### src/rtl/wb_irqc_pkg.sv
// Shared constants and helpers for the Wishbone interrupt controller.
// Register offsets use adr[3:2]; CLAIM encodes {valid, index}.
package wb_irqc_pkg;

    localparam logic [1:0] IRQC_REG_PENDING = 2'd0;
    localparam logic [1:0] IRQC_REG_ENABLE  = 2'd1;
    localparam logic [1:0] IRQC_REG_MODE    = 2'd2;
    localparam logic [1:0] IRQC_REG_CLAIM   = 2'd3;

    localparam int CLAIM_VALID_BIT = 31;

    // Lowest set index wins; returns {valid, index[4:0]}, all zero when vec==0.
    function automatic logic [5:0] prio_enc(input logic [31:0] vec);
        logic [5:0] res;
        res = 6'd0;
        for (int i = 31; i >= 0; i--) begin
            if (vec[i]) begin
                res = {1'b1, 5'(i)};
            end
        end
        return res;
    endfunction

endpackage

### src/rtl/wb_irqc_if.sv
// Classic Wishbone slave bus bundle; dat_i is master-to-slave write data.
interface wishbone_if;
    logic        cyc;
    logic        stb;
    logic        we;
    logic [3:0]  sel;
    logic [31:0] adr;
    logic [31:0] dat_i;
    logic [31:0] dat_o;
    logic        ack;

    modport master (output cyc, stb, we, sel, adr, dat_i, input dat_o, ack);
    modport slave  (input cyc, stb, we, sel, adr, dat_i, output dat_o, ack);
endinterface

### src/rtl/wb_irqc_line.sv
// One interrupt line: edge detector plus PENDING bit with level/edge handling.
// In edge mode a rise event beats a simultaneous W1C.
module irqc_line (
    input  logic clk,
    input  logic rst,
    input  logic irq,
    input  logic mode,
    input  logic w1c,
    output logic pending
);
    logic irq_q;
    logic pend_q;
    logic pend_d;
    logic rise_s;

    // Next PENDING value: level mode tracks the line, edge mode latches rises.
    always_comb begin
        rise_s = irq & ~irq_q;
        if (mode) begin
            if (rise_s) begin
                pend_d = 1'b1;
            end else if (w1c) begin
                pend_d = 1'b0;
            end else begin
                pend_d = pend_q;
            end
        end else begin
            pend_d = irq;
        end
    end

    // Line history and PENDING state.
    always_ff @(posedge clk or posedge rst) begin
        if (rst) begin
            irq_q  <= 1'b0;
            pend_q <= 1'b0;
        end else begin
            irq_q  <= irq;
            pend_q <= pend_d;
        end
    end

    assign pending = pend_q;
endmodule

### src/rtl/wb_irqc.sv
// Wishbone interrupt controller: PENDING/ENABLE/MODE/CLAIM registers and a
// registered CPU interrupt request; one-cycle ack per sampled request.
module wb_irqc
    import wb_irqc_pkg::*;
#(
    parameter int          N_IRQ        = 16,
    parameter logic [31:0] RESET_ENABLE = 32'h0
) (
    input  logic             clk_i,
    input  logic             rst_i,
    wishbone_if.slave        wb,
    input  logic [N_IRQ-1:0] irq_i,
    output logic             irq_o
);
    localparam logic [31:0] LINE_MASK = (N_IRQ >= 32) ? 32'hFFFF_FFFF
                                        : ((32'd1 << N_IRQ) - 32'd1);

    logic             ack_q;
    logic [31:0]      dat_q, dat_d;
    logic             irq_o_q;
    logic [31:0]      enable_q, enable_d;
    logic [31:0]      mode_q, mode_d;
    logic             req_s, wr_s, rd_s;
    logic [31:0]      wmask_s, w1c_s, rdata_s, pend_ext_s, active_s;
    logic [5:0]       claim_s;
    logic [N_IRQ-1:0] pend_s;
    logic             unused_s;

    assign req_s   = wb.cyc & wb.stb & ~ack_q;
    assign wr_s    = req_s & wb.we;
    assign rd_s    = req_s & ~wb.we;
    assign wmask_s = {{8{wb.sel[3]}}, {8{wb.sel[2]}}, {8{wb.sel[1]}}, {8{wb.sel[0]}}} & LINE_MASK;

    generate
        if (N_IRQ < 32) begin : g_ext
            assign pend_ext_s = {{(32-N_IRQ){1'b0}}, pend_s};
        end else begin : g_full
            assign pend_ext_s = pend_s;
        end
    endgenerate

    assign active_s = pend_ext_s & enable_q;
    assign claim_s  = prio_enc(active_s);
    assign unused_s = ^{wb.adr[31:4], wb.adr[1:0], w1c_s};

    // Register writes, W1C strobes and read-data selection.
    always_comb begin
        enable_d = enable_q;
        mode_d   = mode_q;
        w1c_s    = 32'd0;
        rdata_s  = 32'd0;
        dat_d    = dat_q;
        if (wr_s) begin
            case (wb.adr[3:2])
                IRQC_REG_PENDING: w1c_s    = wb.dat_i & wmask_s & mode_q;
                IRQC_REG_ENABLE:  enable_d = (enable_q & ~wmask_s) | (wb.dat_i & wmask_s);
                IRQC_REG_MODE:    mode_d   = (mode_q & ~wmask_s) | (wb.dat_i & wmask_s);
                default:          w1c_s    = 32'd0;
            endcase
        end else begin
            w1c_s = 32'd0;
        end
        case (wb.adr[3:2])
            IRQC_REG_PENDING: rdata_s = pend_ext_s;
            IRQC_REG_ENABLE:  rdata_s = enable_q;
            IRQC_REG_MODE:    rdata_s = mode_q;
            IRQC_REG_CLAIM:   rdata_s = {claim_s[5], 26'd0, claim_s[4:0]};
            default:          rdata_s = 32'd0;
        endcase
        if (rd_s) begin
            dat_d = rdata_s;
        end else begin
            dat_d = dat_q;
        end
    end

    // Bus handshake, control registers and the CPU request.
    always_ff @(posedge clk_i or posedge rst_i) begin
        if (rst_i) begin
            ack_q    <= 1'b0;
            dat_q    <= 32'd0;
            irq_o_q  <= 1'b0;
            enable_q <= RESET_ENABLE & LINE_MASK;
            mode_q   <= 32'd0;
        end else begin
            ack_q    <= req_s;
            dat_q    <= dat_d;
            irq_o_q  <= |active_s;
            enable_q <= enable_d;
            mode_q   <= mode_d;
        end
    end

    for (genvar i = 0; i < N_IRQ; i++) begin : g_line
        irqc_line u_line (
            .clk     (clk_i),
            .rst     (rst_i),
            .irq     (irq_i[i]),
            .mode    (mode_q[i]),
            .w1c     (w1c_s[i]),
            .pending (pend_s[i])
        );
    end

    assign wb.ack   = ack_q;
    assign wb.dat_o = dat_q;
    assign irq_o    = irq_o_q;
endmodule

### src/flat_wrapper.sv
// flat-port wrapper written by rule: the top's interface ports become plain ports
module wb_irqc_flat import wb_irqc_pkg::*;
#(
    parameter int          N_IRQ        = 16,
    parameter logic [31:0] RESET_ENABLE = 32'h0
)
  (clk_i, rst_i, irq_i, irq_o, wb_cyc, wb_stb, wb_we, wb_sel, wb_adr, wb_dat_i, wb_dat_o, wb_ack);
  wishbone_if wb_i ();
  input  logic clk_i;
  input  logic rst_i;
  input  logic [N_IRQ-1:0] irq_i;
  output logic irq_o;
  input wire logic [$bits(wb_i.cyc)-1:0] wb_cyc;
  input wire logic [$bits(wb_i.stb)-1:0] wb_stb;
  input wire logic [$bits(wb_i.we)-1:0] wb_we;
  input wire logic [$bits(wb_i.sel)-1:0] wb_sel;
  input wire logic [$bits(wb_i.adr)-1:0] wb_adr;
  input wire logic [$bits(wb_i.dat_i)-1:0] wb_dat_i;
  output wire logic [$bits(wb_i.dat_o)-1:0] wb_dat_o;
  output wire logic [$bits(wb_i.ack)-1:0] wb_ack;
  assign wb_i.cyc = wb_cyc;
  assign wb_i.stb = wb_stb;
  assign wb_i.we = wb_we;
  assign wb_i.sel = wb_sel;
  assign wb_i.adr = wb_adr;
  assign wb_i.dat_i = wb_dat_i;
  assign wb_dat_o = wb_i.dat_o;
  assign wb_ack = wb_i.ack;
  wb_irqc #(.N_IRQ(N_IRQ), .RESET_ENABLE(RESET_ENABLE)) u_core (.clk_i(clk_i), .rst_i(rst_i), .wb(wb_i), .irq_i(irq_i), .irq_o(irq_o));
endmodule
### config.mk
export PLATFORM = sky130hd
export DESIGN_NAME = wb_irqc_flat
export DESIGN_NICKNAME = d
export VERILOG_FILES = /design/src/rtl/wb_irqc_pkg.sv /design/src/rtl/wb_irqc_if.sv /design/src/rtl/wb_irqc_line.sv /design/src/rtl/wb_irqc.sv /design/src/flat_wrapper.sv
export SDC_FILE = /design/constraint.sdc
export NUM_CORES = 1
export LEC_CHECK = 0
export BUFFER_PORTS_ARGS = -buffer_cell sky130_fd_sc_hd__buf_2
export CAP_MARGIN = 10
export CORE_MARGIN = 3
export CORE_UTILIZATION = 30
export DETAILED_ROUTE_END_ITERATION = 7
export PLACE_DENSITY = 0.59
export SYNTH_ARGS = -nofsm -noshare
export SYNTH_HDL_FRONTEND = slang
export SYNTH_HIERARCHICAL = 1
export SYNTH_SLANG_ARGS = --single-unit
### constraint.sdc
create_clock -name clk_i -period 2.3 [get_ports clk_i]
set_input_delay 0 -clock clk_i [delete_from_list [all_inputs] [get_ports clk_i]]
set_output_delay 0 -clock clk_i [all_outputs]
set_load 0.1 [all_outputs]
== After elaboration in Yosys (flattened, before gate mapping) ==
Cells that the tools add are included.

* Eq/ne operators: 19
* Mux-type cells: 83
* Bitwise operators: 46
* Reductions and logical operators: 4

{| class="wikitable"
|+ Operators with widths
! cell !! count
|-
| 2-to-1 mux 6 bit || 32
|-
| one-hot mux 32 bit (4 select lines) || 1
|-
| AND 32 bit || 2
|-
| OR 32 bit || 2
|-
| 2-to-1 mux 1 bit || 48
|-
| != test 3 bit, second input constant || 16
|-
| AND 16 x 32 -> 32 bit || 1
|-
| AND 32 x 16 -> 32 bit || 1
|-
| 2-to-1 mux 16 bit || 2
|-
| NOT 16 -> 32 bit || 1
|-
| OR reduction 32 bit || 1
|-
| AND 1 bit || 20
|-
| NOT 1 bit || 18
|-
| AND 16 bit || 1
|-
| equality test 2 bit, second input constant || 2
|-
| AND reduction 2 bit || 2
|-
| equality test 2 x 1 -> 1 bit, second input constant || 1
|-
| zero test 2 bit || 1
|}

* Register bits: 130
* Input port bits: 89
* Output and inout bits: 34
* Logic and storage cells: 189

== Longest topological paths before layout ==
* Depth after elaboration: 34
* Mapped depth: 7
* Gate-level depth less buffers: 7

== Cells and area by module ==
Netlist, hierarchy kept.

{| class="wikitable"
|+ Modules (own cells, without submodules)
! module !! instances !! cells each !! area each (µm²) !! seq. area each (µm²)
|-
| wb_irqc || 1 || 268 || 2,786.4 || 1,276.2
|-
| irqc_line || 16 || 6 || 71.3 || 50.0
|}

== Worst setup path before layout ==
No wires, ideal clock.

* Kind: register to register
* Start point: register u_core.ack_q (netlist: u_core/wb.ack)
* End point: register u_core.g_line[14].u_line.pend_q
* Library setup time: 0.122 ns
* Arrival: 1.969 ns
* Slack: 0.210 ns
* Cell stages (with the launch flop): 6
* Buffers on the path: 0
* Cells stage by stage: dfrtp_1 > nor3_1 > nor3b_1 > and3_1 > inv_1 > a32o_1

* Longest elaborated chain between the ends: 5

{| class="wikitable"
|+ RTL lines
! what !! line !! RTL
|-
| from (decl) || wb_irqc.sv:18 || <nowiki>logic ack_q;</nowiki>
|-
| from (signal assigned) || wb_irqc.sv:86 || <nowiki>ack_q <= req_s;</nowiki>
|-
| NOT 1 bit || wb_irqc.sv:29 || <nowiki>assign req_s = wb.cyc & wb.stb & ~ack_q;</nowiki>
|-
| AND 1 bit || wb_irqc.sv:29 ||
|-
| AND 1 bit || wb_irqc.sv:30 || <nowiki>assign wr_s = req_s & wb.we;</nowiki>
|-
| 2-to-1 mux 16 bit || wb_irqc.sv:53 || <nowiki>if (wr_s) begin</nowiki>
|-
| net u_core.w1c_s[14] || wb_irqc.sv:24 || <nowiki>logic [31:0] wmask_s, w1c_s, rdata_s, pend_ext_s, active_s;</nowiki>
|-
| != test 3 bit (no line) || - ||
|-
| to (signal assigned) || wb_irqc_line.sv:39 || <nowiki>pend_q <= pend_d;</nowiki>
|-
| to (decl) || wb_irqc_line.sv:12 || <nowiki>logic pend_q;</nowiki>
|}

The timed path passes the listed nets, and every way through them passes these cells.
A chain may end at the register's enable or synchronous reset.

==> summary.md <==
| Metric | Value |
|---|---|
| Status | `completed` |
| Max rail drop VDD | `0.497 mV` |
| Final critical-path share of the clock period | `94.2%` |
| Final Critical Period | `~2200 ps` |
| Via count of the first global-routing pass | `3081` |
| Synth area leader | `dfrtp_1` |
| Num rows | `41` |
| Clk_skew | `5.10 ps` |
| Io pins | `roughly 120` |
| Hold Crit Class | `input pin to flip-flop` |
| Min-Delay Startpoint | `wb_we` |
| Drt first pass iters | `4` |
| Seq/Total Area, Yosys | `52.9%` |
| Final #Nets | `554` |
| RSZ-0062 raised after global routing | `no` |
| GPL Wtd Cong | `0.776` |
| GR Overflow Total | `0` |
| Worst setup EP type | `flip-flop` |
| Overall routed net length | `9360 µm` |
| Fin Setup TNS | `0 ps` |
| DR WL/cell | `14.6 µm` |
| Critical path required time | `between 2000 and 3000 ps` |
| Slack of the critical path | `134 ps` |
| Syn. warnings | `6` |
| Critical Path AT | `2380 ps` |
| Slew at the pin closest to its max-slew limit | `between 700 and 800 ps` |
| Gr usage total | `13.5%` |
| Antenna Nets Post-Route | `0` |
| Inst Count DP | `590` |
| Setup crit start kind | `input pin` |
| Cells along the critical path | `dlygate4sd3_1 > buf_2 > nand2_2 > dlygate4sd3_1 > nor2_2 > nand3_2 > nor2_2 > mux2_2` |
| Top post-synthesis cells by area | `dfrtp_1 (53%), mux2_2 (6.3%), a32o_1 (4.6%)` |
| Hold Vio Cnt, Final | `0` |
| H-tree levels | `3` |
| Max Freq | `around 0.46 GHz` |
| Die H | `120 µm` |
| Mapped Area | `0.00393 mm²` |
| Critical path fanouts, max | `8` |
| Synthesis-stage register bit count | `83` |
| Slew Limit Fails | `0` |
| Worst Reg-to-Reg Cells | `6` |
| Detailed-route DRC error count | `0` |
| Hold-critical path depth | `3` |
| Post-cts resize count | `0` |
| DP HPWL | `6850 µm` |
| Avg Cell Area, Syn | `between 10 and 15 µm²` |
| Clk sinks | `83` |
| Reg clk slew, reported paths | `60 ps` |
| Final std cells w/o fill | `642` |
| CTS tree | `built` |
| Initial antenna violation count | `0` |
| Total Power | `0.00462 W` |
| Largest net degree at the start of global routing | `32` |
| Cell count after synthesis | `364` |
| Slowest cell on crit path | `dlygate4sd3_1` |
| Highest cell delay on the worst timing path | `580 ps` |
| Avg Vias per Cell | `between 4 and 5` |
| Area of the multi-input gates | `0.00159 mm²` |
| Yosys cell types | `38` |
| First-pass GRT wire length | `15500 µm` |
| Max-cap viol count | `0` |
| Pwr dens | `917 mW/mm²` |
| Clock buffer depth | `2` |
| Worst R2R Setup Slack | `between 400 and 500 ps` |
| WHS | `around 100 ps` |
| FF-to-FF End | `u_core/g_line[15].u_line/pending$_DFFE_PP0P_` |
| Finish-stage setup viols | `0` |
| Clk_lat worst skew | `340 ps` |
| Iteration-0 DRC Markers | `207` |
| Post-synth top area share | `52.9%` |
| Root buf cell | `clkbuf_16` |
| Pre-CTS setup slack | `420 ps` |
| Via count | `approximately 3000` |
| I/O Buffers | `59` |
| CTS Buf Count | `9` |
| Fillcell total | `1292` |
| Chip Width | `between 100 and 150 µm` |
| Endpoint, Worst Hold | `u_core/wb.dat_o[3]$_DFFE_PP0P_` |
| Crit path kind | `input pin to flip-flop` |
| Worst rel slew slack | `49.8%` |
| Area growth from synthesis to layout | `28.3%` |
| Core footprint | `0.0127 mm²` |
| Worst R2R Start | `u_core/wb.ack$_DFF_PP0_` |
| Diodes inserted | `0` |
| Register area | `0.00208 mm²` |
| P_leak | `around 2.4 nW` |
| Share of cells above drive strength 1 | `24.9%` |
| Initial Util | `30.9%` |
| Die Area | `~0.015 mm²` |
==> routing by layer <==
| metal | up-vias | global-route usage, % | wire, µm |
|---|---|---|---|
| met3 | 6 | 4.21 | 518 |
| met4 | 0 | 4.04 | 90 |
| li1 | 1443 | - | - |
| met1 | 1456 | 18.6 | 4690 |
| met5 | - | 0 | 0 |
| met2 | 78 | 20.5 | 4060 |
==> area by class of cell <==
class	instances	area share, %
flip-flops and latches	83	41.2
repair buffers	102	14.5
clock buffers	14	5.04
well taps	172	4.27
clock inverters	2	0.695
multi-input cells	233	31.6
inverters	36	2.68
==> worst max path at each step <==
stage / start / to / depth (start not counted)
after global routing: wb_stb / u_core/g_line[2].u_line/pending$_DFFE_PP0P_ / 11
after CTS: wb_stb / flip-flop / 8
final: wb_stb / flip-flop / 8
after global placement: u_core/wb.ack$_DFF_PP0_ / u_core/g_line[14].u_line/pending$_DFFE_PP0P_ / 6
after floorplan: u_core/wb.ack$_DFF_PP0_ / u_core/g_line[14].u_line/pending$_DFFE_PP0P_ / 5
after detailed placement: u_core/wb.ack$_DFF_PP0_ / u_core/g_line[15].u_line/pending$_DFFE_PP0P_ / 6
==> power by group <==
group	total, W	internal, W	switching, W
combinational	0.00130	0.000376	0.000927
sequential	0.00191	0.00169	0.000216
clock	0.00141	0.000870	0.000540
total	0.00462	0.00294	0.00168
==> worst max-delay path: cells and delay by family <==
family	cells	cell delay, ps
buffers and inverters	3	1200
and+or+nand+nor	4	790
muxes	1	390
==> repair_timing <==
| action | CTS | global route |
|---|---|---|
| hold endpoints to repair | 117 | 0 |
| hold buffers | 35 | 0 |
| buffers inserted | 0 | 1 |
| endpoints found under the setup margin | 0 | 1 |
==> kinds of logic (layout without fill, tap and decap cells) <==
group                  count (synthesis)  after routing  synth area share (%)
and+or+nand+nor                      103            103                  13.4
DFF                                   83             83                  52.9
AOI/OAI and AO/OA                     69             69                  12.2
buffers and inverters                 62            154                  7.96
muxes                                 46             46                  13.5
other                                  1             15                0.0955
==> cell usage after synthesis <==
cell / number
nor3b_1: 1
buf_2: 4
inv_1: 36
nand4b_1: 1
or4_1: 3
and3b_1: 1
a221oi_1: 1
mux2_1: 2
a31oi_1: 5
nand3_2: 1
nand4_1: 3
a21oi_1: 15
nand2_1: 45
dfrtp_1: 83
o2111ai_1: 1
mux2_4: 8
a22oi_1: 7
buf_4: 16
o22a_1: 1
mux2i_1: 14
clkbuf_1: 4
nor3_1: 3
conb_1: 1
and3_1: 18
nor2_1: 14
nor2_2: 2
a22o_1: 2
a32o_1: 18
nand2b_4: 1
o21ai_0: 19
nand2_2: 1
buf_6: 2
mux2_2: 22
nor3b_4: 1
nor2b_1: 1
nand3_1: 5
or3_4: 1
and2_1: 1
==> cells in the final DEF (no fill, tap or decap), types with 2 or more instances in the layout <==
cell type	netlist	routed
buf_2	4	59
nor2_2	2	2
clkbuf_16	0	9
a21oi_1	15	15
clkbuf_1	4	4
nor2_1	14	14
mux2_2	22	22
and3_1	18	18
buf_4	16	6
a31oi_1	5	5
a22o_1	2	2
nand2_1	45	45
or4_1	3	3
inv_1	36	35
a22oi_1	7	7
conb_1	1	15
buf_12	0	2
nand3_1	5	5
dlygate4sd3_1	0	35
o21ai_0	19	19
a32o_1	18	18
dfrtp_1	83	83
mux2_1	2	2
nor3_1	3	3
nand4_1	3	3
mux2_4	8	8
mux2i_1	14	14
==> metrics by stage <==
step	area [µm²]	utilization, %
global placement	4380	34.4
detailed placement	4380	34.4
CTS	5020	39.4
global route	5040	39.6
floorplan	3980	-
finish	5040	39.6
Note: power is estimated with default switching activity, not from simulation.
